[config.mk]
export PLATFORM = sky130hd
export DESIGN_NAME = fma_round_pipe
export DESIGN_NICKNAME = d
export VERILOG_FILES = /design/src/rtl/fma_round_pipe.sv
export SDC_FILE = /design/constraint.sdc
export NUM_CORES = 1
export LEC_CHECK = 0
export BUFFER_PORTS_ARGS = -buffer_cell sky130_fd_sc_hd__buf_2
export CAP_MARGIN = 20
export CORE_ASPECT_RATIO = 1.2
export CORE_MARGIN = 2
export CORE_UTILIZATION = 40
export DETAILED_ROUTE_END_ITERATION = 6
export SYNTH_ARGS = -nofsm -noshare
export SYNTH_HDL_FRONTEND = slang
export SYNTH_SLANG_ARGS = --single-unit
[constraint.sdc]
create_clock -name clk -period 4.2 [get_ports clk]
set_input_delay 0.21 -clock clk [delete_from_list [all_inputs] [get_ports clk]]
set_output_delay 0.21 -clock clk [all_outputs]
set_load 0.05 [all_outputs]
[src/rtl/fma_round_pipe.sv]
// Two-stage IEEE-style rounding back end: stage 1 slices the fraction and decides
// round-up, stage 2 applies the increment, carry-into-exponent and overflow.
module fma_round_pipe #(
  parameter int MW = 10,
  parameter int IW = 16,
  parameter int EW = 5
) (
  input  logic          clk,
  input  logic          reset,
  input  logic          in_valid,
  output logic          in_ready,
  input  logic          in_sign,
  input  logic [EW-1:0] in_exp,
  input  logic [IW-1:0] in_mant,
  input  logic          in_sticky,
  input  logic [2:0]    in_rm,
  output logic          out_valid,
  input  logic          out_ready,
  output logic          out_sign,
  output logic [EW-1:0] out_exp,
  output logic [MW-1:0] out_frac,
  output logic          out_nx,
  output logic          out_of,
  output logic          out_rmerr,
  output logic [15:0]   nx_count
);

  localparam int LW = IW - MW;

  localparam logic [2:0] RM_RNE = 3'b000;
  localparam logic [2:0] RM_RTZ = 3'b001;
  localparam logic [2:0] RM_RDN = 3'b010;
  localparam logic [2:0] RM_RUP = 3'b011;
  localparam logic [2:0] RM_RMM = 3'b100;

  // Stage 1 decode
  logic [MW-1:0] w_frac;
  logic          w_lsb, w_g, w_r, w_t, w_any;
  logic          w_exp_max;
  logic          w_rup, w_rmerr;
  logic          w_s1_rup, w_s1_nx;

  assign w_frac    = in_mant[IW-1:LW];
  assign w_lsb     = in_mant[LW];
  assign w_g       = in_mant[LW-1];
  assign w_r       = in_mant[LW-2];
  assign w_t       = (|in_mant[LW-3:0]) | in_sticky;
  assign w_any     = w_g | w_r | w_t;
  assign w_exp_max = &in_exp;

  always_comb begin
    w_rup   = 1'b0;
    w_rmerr = 1'b0;
    case (in_rm)
      RM_RNE:  w_rup = w_g & (w_r | w_t | w_lsb);
      RM_RTZ:  w_rup = 1'b0;
      RM_RDN:  w_rup = in_sign & w_any;
      RM_RUP:  w_rup = ~in_sign & w_any;
      RM_RMM:  w_rup = w_g;
      default: w_rmerr = 1'b1;
    endcase
  end

  // Inf/NaN encodings pass through untouched
  assign w_s1_rup = w_rup & ~w_exp_max;
  assign w_s1_nx  = w_any & ~w_exp_max;

  // Handshake
  logic r_s1_valid, r_s2_valid;
  logic w_s2_advance, w_in_fire;

  assign w_s2_advance = ~r_s2_valid | out_ready;
  assign in_ready     = ~r_s1_valid | w_s2_advance;
  assign w_in_fire    = in_valid & in_ready;

  logic          r_s1_sign, r_s1_rup, r_s1_nx, r_s1_rmerr;
  logic [EW-1:0] r_s1_exp;
  logic [MW-1:0] r_s1_frac;

  always_ff @(posedge clk or posedge reset) begin
    if (reset) begin
      r_s1_valid <= 1'b0;
      r_s1_sign  <= 1'b0;
      r_s1_exp   <= '0;
      r_s1_frac  <= '0;
      r_s1_rup   <= 1'b0;
      r_s1_nx    <= 1'b0;
      r_s1_rmerr <= 1'b0;
    end else begin
      if (in_ready)
        r_s1_valid <= in_valid;
      if (w_in_fire) begin
        r_s1_sign  <= in_sign;
        r_s1_exp   <= in_exp;
        r_s1_frac  <= w_frac;
        r_s1_rup   <= w_s1_rup;
        r_s1_nx    <= w_s1_nx;
        r_s1_rmerr <= w_rmerr;
      end
    end
  end

  // Stage 2 increment and exponent adjust
  logic [MW:0]   w_sum;
  logic          w_carry;
  logic [EW-1:0] w_exp_inc;
  logic [EW-1:0] w_s2_exp;
  logic [MW-1:0] w_s2_frac;
  logic          w_s2_of, w_s2_nx;

  assign w_sum     = {1'b0, r_s1_frac} + {{MW{1'b0}}, r_s1_rup};
  assign w_carry   = w_sum[MW];
  assign w_exp_inc = r_s1_exp + {{(EW-1){1'b0}}, 1'b1};
  assign w_s2_exp  = w_carry ? w_exp_inc : r_s1_exp;
  assign w_s2_frac = w_carry ? '0 : w_sum[MW-1:0];
  assign w_s2_of   = w_carry & (&w_exp_inc);
  assign w_s2_nx   = r_s1_nx | w_s2_of;

  logic          r_s2_sign, r_s2_nx, r_s2_of, r_s2_rmerr;
  logic [EW-1:0] r_s2_exp;
  logic [MW-1:0] r_s2_frac;

  always_ff @(posedge clk or posedge reset) begin
    if (reset) begin
      r_s2_valid <= 1'b0;
      r_s2_sign  <= 1'b0;
      r_s2_exp   <= '0;
      r_s2_frac  <= '0;
      r_s2_nx    <= 1'b0;
      r_s2_of    <= 1'b0;
      r_s2_rmerr <= 1'b0;
    end else if (w_s2_advance) begin
      r_s2_valid <= r_s1_valid;
      if (r_s1_valid) begin
        r_s2_sign  <= r_s1_sign;
        r_s2_exp   <= w_s2_exp;
        r_s2_frac  <= w_s2_frac;
        r_s2_nx    <= w_s2_nx;
        r_s2_of    <= w_s2_of;
        r_s2_rmerr <= r_s1_rmerr;
      end
    end
  end

  // Counts inexact beats actually delivered downstream
  logic [15:0] r_nx_count;

  always_ff @(posedge clk or posedge reset) begin
    if (reset)
      r_nx_count <= '0;
    else if (r_s2_valid & out_ready & r_s2_nx & (r_nx_count != 16'hFFFF))
      r_nx_count <= r_nx_count + 16'd1;
  end

  assign out_valid = r_s2_valid;
  assign out_sign  = r_s2_sign;
  assign out_exp   = r_s2_exp;
  assign out_frac  = r_s2_frac;
  assign out_nx    = r_s2_nx;
  assign out_of    = r_s2_of;
  assign out_rmerr = r_s2_rmerr;
  assign nx_count  = r_nx_count;

endmodule

# After elaboration in Yosys (flattened, before gate mapping)
# Index checks and enable logic that the tools add are counted.
[classes]
order_cmp = 0
shifts = 0
add_sub_neg = 3
bitwise_logic = 22
n_div = 0
eq_ne = 5
multipliers = 0
reduce_logical = 6
muxes = 4
[ops]
columns = ["operator", "n"]
rows = [
  ["16-bit by 1-bit adder with 16-bit output (second input constant)", 1],
  ["16-bit != test (second input constant)", 1],
  ["10-bit by 1-bit adder with 11-bit output", 1],
  ["1-bit AND", 10],
  ["10-bit 2-to-1 mux", 1],
  ["5-bit AND reduction", 2],
  ["1-bit OR", 8],
  ["3-bit by 2-bit == test with 1-bit output (second input constant)", 2],
  ["5-bit by 1-bit adder with 5-bit output (second input constant)", 1],
  ["5-bit 2-to-1 mux", 1],
  ["5-bit OR reduction", 1],
  ["1-bit NOT", 4],
  ["1-bit one-hot mux with 4 select lines", 1],
  ["4-bit OR reduction", 1],
  ["3-bit by 1-bit == test with 1-bit output (second input constant)", 1],
  ["3-bit == test (second input constant)", 1],
  ["3-bit zero test", 1],
  ["2-bit AND reduction", 1],
  ["1-bit 2-to-1 mux", 1],
]
[word_totals]
mem_bits_ro = 0
out_inout_bits = 37
reg_bits = 56
memories = 0
latch_bits = 0
mem_bits_rw = 0

# Longest topological paths before layout
[logic_depth]
word_depth = 7
mapped_depth = 6
ltp_nobuf = 6

# Worst setup path before layout
# No wires, ideal clock.
[synth_path]
kind = "register to register"
start = "register r_s2_valid (netlist: out_valid)"
end = "register r_s1_exp[4]"
path_slack_ps = 1990
path_buffers = 1
period_less_slack_ps = 2210
path_stages_with_launch = 5
required_time_ps = 4075
setup_time_ps = 125
t_arrival_ps = 2085
cell_sequence = "dfrtp_1 nand3b_1 nand2_1 buf_2 mux2_2"
[synth_between]
elab_chain_len = 4
[synth_lines]
columns = ["item", "line_no", "rtl"]
rows = [
  ["from (decl)", "69", "logic r_s1_valid, r_s2_valid;"],
  ["from (signal assigned)", "133", "r_s2_valid <= r_s1_valid;"],
  ["1-bit NOT", "72", "assign w_s2_advance = ~r_s2_valid | out_ready;"],
  ["1-bit OR", "72", ""],
  ["1-bit OR", "73", "assign in_ready = ~r_s1_valid | w_s2_advance;"],
  ["named net in_ready", "11", "output logic in_ready,"],
  ["1-bit AND", "74", "assign w_in_fire = in_valid & in_ready;"],
  ["to (signal assigned)", "94", "r_s1_exp <= in_exp;"],
  ["to (decl)", "77", "logic [EW-1:0] r_s1_exp;"],
]
# The timed path passes the listed nets, and every way through them passes these cells.
# A chain may end at the register's enable or synchronous reset.

# Final worst setup path
[layout_path]
start = "register r_s2_valid (netlist: out_valid)"
end = "register r_s1_rup"
[layout_between]
elab_chain_len = 4
[layout_lines]
columns = ["item", "line_no", "rtl"]
rows = [
  ["1-bit NOT", "72", ""],
  ["1-bit OR", "72", ""],
  ["1-bit OR", "73", ""],
  ["1-bit AND", "74", ""],
  ["to (signal assigned)", "96", "r_s1_rup <= w_s1_rup;"],
  ["to (decl)", "76", "logic r_s1_sign, r_s1_rup, r_s1_nx, r_s1_rmerr;"],
]
# Every way passes these cells.

==> flow_summary.json <==
{
  "post-dp-hpwl_um": 3940,
  "cp.depth": 4,
  "initial_core_util_pct": 41.7,
  "cts_sinks": 56,
  "fillers": 632,
  "max_freq_mhz": 551,
  "cp_slowest_cell": "nand2_1",
  "synthAdderAreaFrac_pct": 2.30,
  "grt_pass1_wl_um": 9360,
  "die-area_um2": 7490,
  "crit_type": "reg -> reg",
  "power_density_nw_per_um2": 483,
  "avgSynthCellArea_um2": 11.1,
  "end_kind": "register",
  "period_share_pct": 43.2,
  "critPathTopFamily": "simple AND/OR/NAND/NOR gates",
  "reg2reg_depth": 4,
  "wl_per_cell_um": 13.4,
  "worst_pin_slew_ps": 870,
  "dr.pass1.iters": 5,
  "synth_cell_type_count": 43,
  "drv_slew": 0,
  "period_minus_slack_ps": 1810,
  "drc": 0,
  "synthCells": 246,
  "areaGrowthSynthToFinish_pct": 18.7,
  "final_nets": 349,
  "muxShareOfSynthArea_pct": 7.54,
  "arrival_ps": 2010,
  "relSlewSlack_pct": 41.9,
  "ant_nets": 0,
  "track_usage_pct": 15.9,
  "synth-xor-area-share_pct": 8.36,
  "grt_pass1_vias": 1991,
  "ir_worst_vdd_mv": 0.259,
  "hold_violations": 0,
  "cts_resized": 0,
  "drive_gt1_share_pct": 34.0,
  "use_met1_pct": 19.8,
  "die_y_um": 94.4,
  "cts.clk_slew.worst_paths_ps": 90,
  "fin_tns_setup_ps": 0,
  "ys_seq_area_share_pct": 51.5,
  "htree_levels": 2,
  "cts_buffers": 5,
  "clk_latency_ps": 310,
  "hold_buffers": 0,
  "vias": 2034,
  "drv_cap": 0,
  "insertedDiodeCount": 0,
  "grtUsageMet3_pct": 3.92,
  "crit_required_ps": 4400,
  "avgViaCountPerCell": 5.09,
  "drt_iter0_drc": 43,
  "synthSimpleGateAreaFrac_pct": 21.6,
  "status": "completed",
  "synth-compound-area-share_pct": 6.80,
  "ctsRootBufferMaster": "clkbuf_8",
  "port_buffers": 66,
  "fp-row-count": 32,
  "ys_warn_count": 0,
  "power.total_mw": 1.56,
  "top_usage_layer": "met2",
  "path_max_fanout": 22,
  "cp_cell_sequence": "nand3b_1 -> nand2_1 -> nor3_1 -> a221o_1",
  "clock-skew-final_ps": 5.75,
  "antenna_found_initial": 0,
  "post_cts_buffers": 0,
  "gp_congestion": 0.860,
  "path_buf_inv": 0,
  "synth_nets": 281,
  "grt_max_degree": 57,
  "core-area_um2": 6530,
  "gr-total-overflow": 0,
  "ys_ff_latch": 56,
  "critPathMaxStageDelay_ps": 640,
  "cts_tree": "done",
  "netlist_area_um2": 2720,
  "rrSetupSlack_ps": 2390,
  "crit_path_start_kind": "register",
  "leakage_nw": 1.53,
  "ios": 67,
  "die_w_um": 79.3,
  "synth_top_family_by_area": "simple AND/OR/NAND/NOR gates",
  "routed_wl_um": 5370,
  "gr-usage-met2_pct": 27.0,
  "hold_class": "in -> async",
  "rsz0062_at_grt": "false",
  "clock_path_buffers": 2,
  "setup_viol": 0
}
==> routing by layer <==
metal,routed length (µm),vias up
met4,66,0
met2,2590,65
li1,-,1007
met5,0,-
met1,2410,957
met3,307,5
==> cell families after synthesis <==
group,count (synthesis)
and+or+nand+nor,98
adders and majority gates,5
xor gates and xnor gates,26
muxes,18
AOI/OAI and AO/OA,30
buffers and inverters,13
DFF,56
==> cell usage after synthesis (all sizes together) <==
| master | n | area share, % |
|---|---|---|
| nand3 | 10 | 2.0 |
| and2 | 2 | 0.46 |
| and4bb | 1 | 0.46 |
| a221o | 1 | 0.37 |
| nand3b | 2 | 0.55 |
| o2111ai | 1 | 0.32 |
| or3 | 2 | 0.46 |
| and3 | 4 | 0.92 |
| a21o | 2 | 0.64 |
| nand2b | 3 | 0.69 |
| nor2b | 1 | 0.23 |
| ha | 5 | 2.3 |
| or4 | 2 | 0.69 |
| nand2 | 37 | 5.1 |
| a21oi | 7 | 1.4 |
| dfrtp | 56 | 51 |
| o31ai | 3 | 0.83 |
| buf | 2 | 0.37 |
| nor4 | 9 | 3.0 |
| nor2 | 6 | 0.83 |
| o21ai | 13 | 2.4 |
| nand4 | 11 | 3.5 |
| xnor2 | 16 | 5.1 |
| mux2i | 1 | 0.37 |
| inv | 7 | 0.97 |
| clkbuf | 4 | 0.55 |
| xor2 | 10 | 3.2 |
| and4 | 1 | 0.32 |
| a31oi | 2 | 0.46 |
| mux2 | 17 | 7.2 |
| a211o | 1 | 0.37 |
| nor3 | 6 | 2.1 |
| nor3b | 1 | 0.28 |
==> registers in the layout, indices dropped and copies added, names as in the netlist, 5 cells and up <==
signal,flops
nx_count,16
out_frac,10
r_s1_frac,10
out_exp,5
r_s1_exp,5
==> worst reg2reg max path: stages, from the launching register on <==
cell and delay [ps]:
dfrtp_1 410, nand3b_1 140, nand2_1 640, nor3_1 190, a221o_1 330
==> cells in the final DEF, fill, tap and decap left out, types with 3 or more instances in the layout <==
cell type | synthesis | layout
ha_1 | 5 | 5
clkbuf_8 | 0 | 6
nand2b_1 | 3 | 3
o31ai_1 | 3 | 3
nor3_1 | 3 | 3
o21ai_1 | 5 | 5
buf_2 | 2 | 66
o21ai_0 | 8 | 8
mux2_2 | 16 | 16
nand2_1 | 37 | 37
nor4_2 | 4 | 4
xnor2_1 | 16 | 16
nand4_1 | 8 | 8
nand3_1 | 9 | 9
inv_1 | 7 | 6
and3_1 | 4 | 4
nor4_1 | 5 | 5
xor2_1 | 10 | 10
a21oi_1 | 6 | 6
nor2_1 | 6 | 6
dfrtp_1 | 56 | 56
==> power breakdown <==
part           total, mW  internal (mW)  switching (mW)
combinational      0.532          0.152           0.379
sequential         0.727          0.631          0.0965
clock              0.301          0.135           0.166
total               1.56          0.918           0.642
==> final timing paths <==
| check | from | endpoint |
|---|---|---|
| max in group asynchronous | reset | out_nx |
| max reg2reg | out_valid | r_s1_rup |
| min reg2reg | r_s1_sign | out_sign |
| max | out_valid | r_s1_rup |
| min | reset | nx_count[11] |
| min in group clk | in_valid | r_s1_valid |
==> area by class of cell <==
type | count | area (µm²) | share of cell area (%)
Timing Repair Buffer | 67 | 338 | 10.5
Clock buffer | 8 | 90.1 | 2.79
Inverter | 7 | 26.3 | 0.813
Sequential cell | 56 | 1400 | 43.4
Tap cell | 85 | 106 | 3.29
Multi-Input combinational cell | 177 | 1270 | 39.3
==> metrics by stage <==
stage | setup WS [ps] | hold WS [ps] | cells | area (µm²) | utilization [%]
after global placement | 2420 | 416 | 392 | 3140 | 48.1
after detailed placement | 2370 | 417 | 392 | 3140 | 48.1
after floorplan | 1990 | 318 | 246 | 2720 | -
final | 2390 | 79.0 | 400 | 3230 | 49.5
after CTS | 2320 | 92.7 | 400 | 3230 | 49.5
after global routing | 2180 | 87.2 | 400 | 3230 | 49.5
Power figures use the tool's default switching activity.
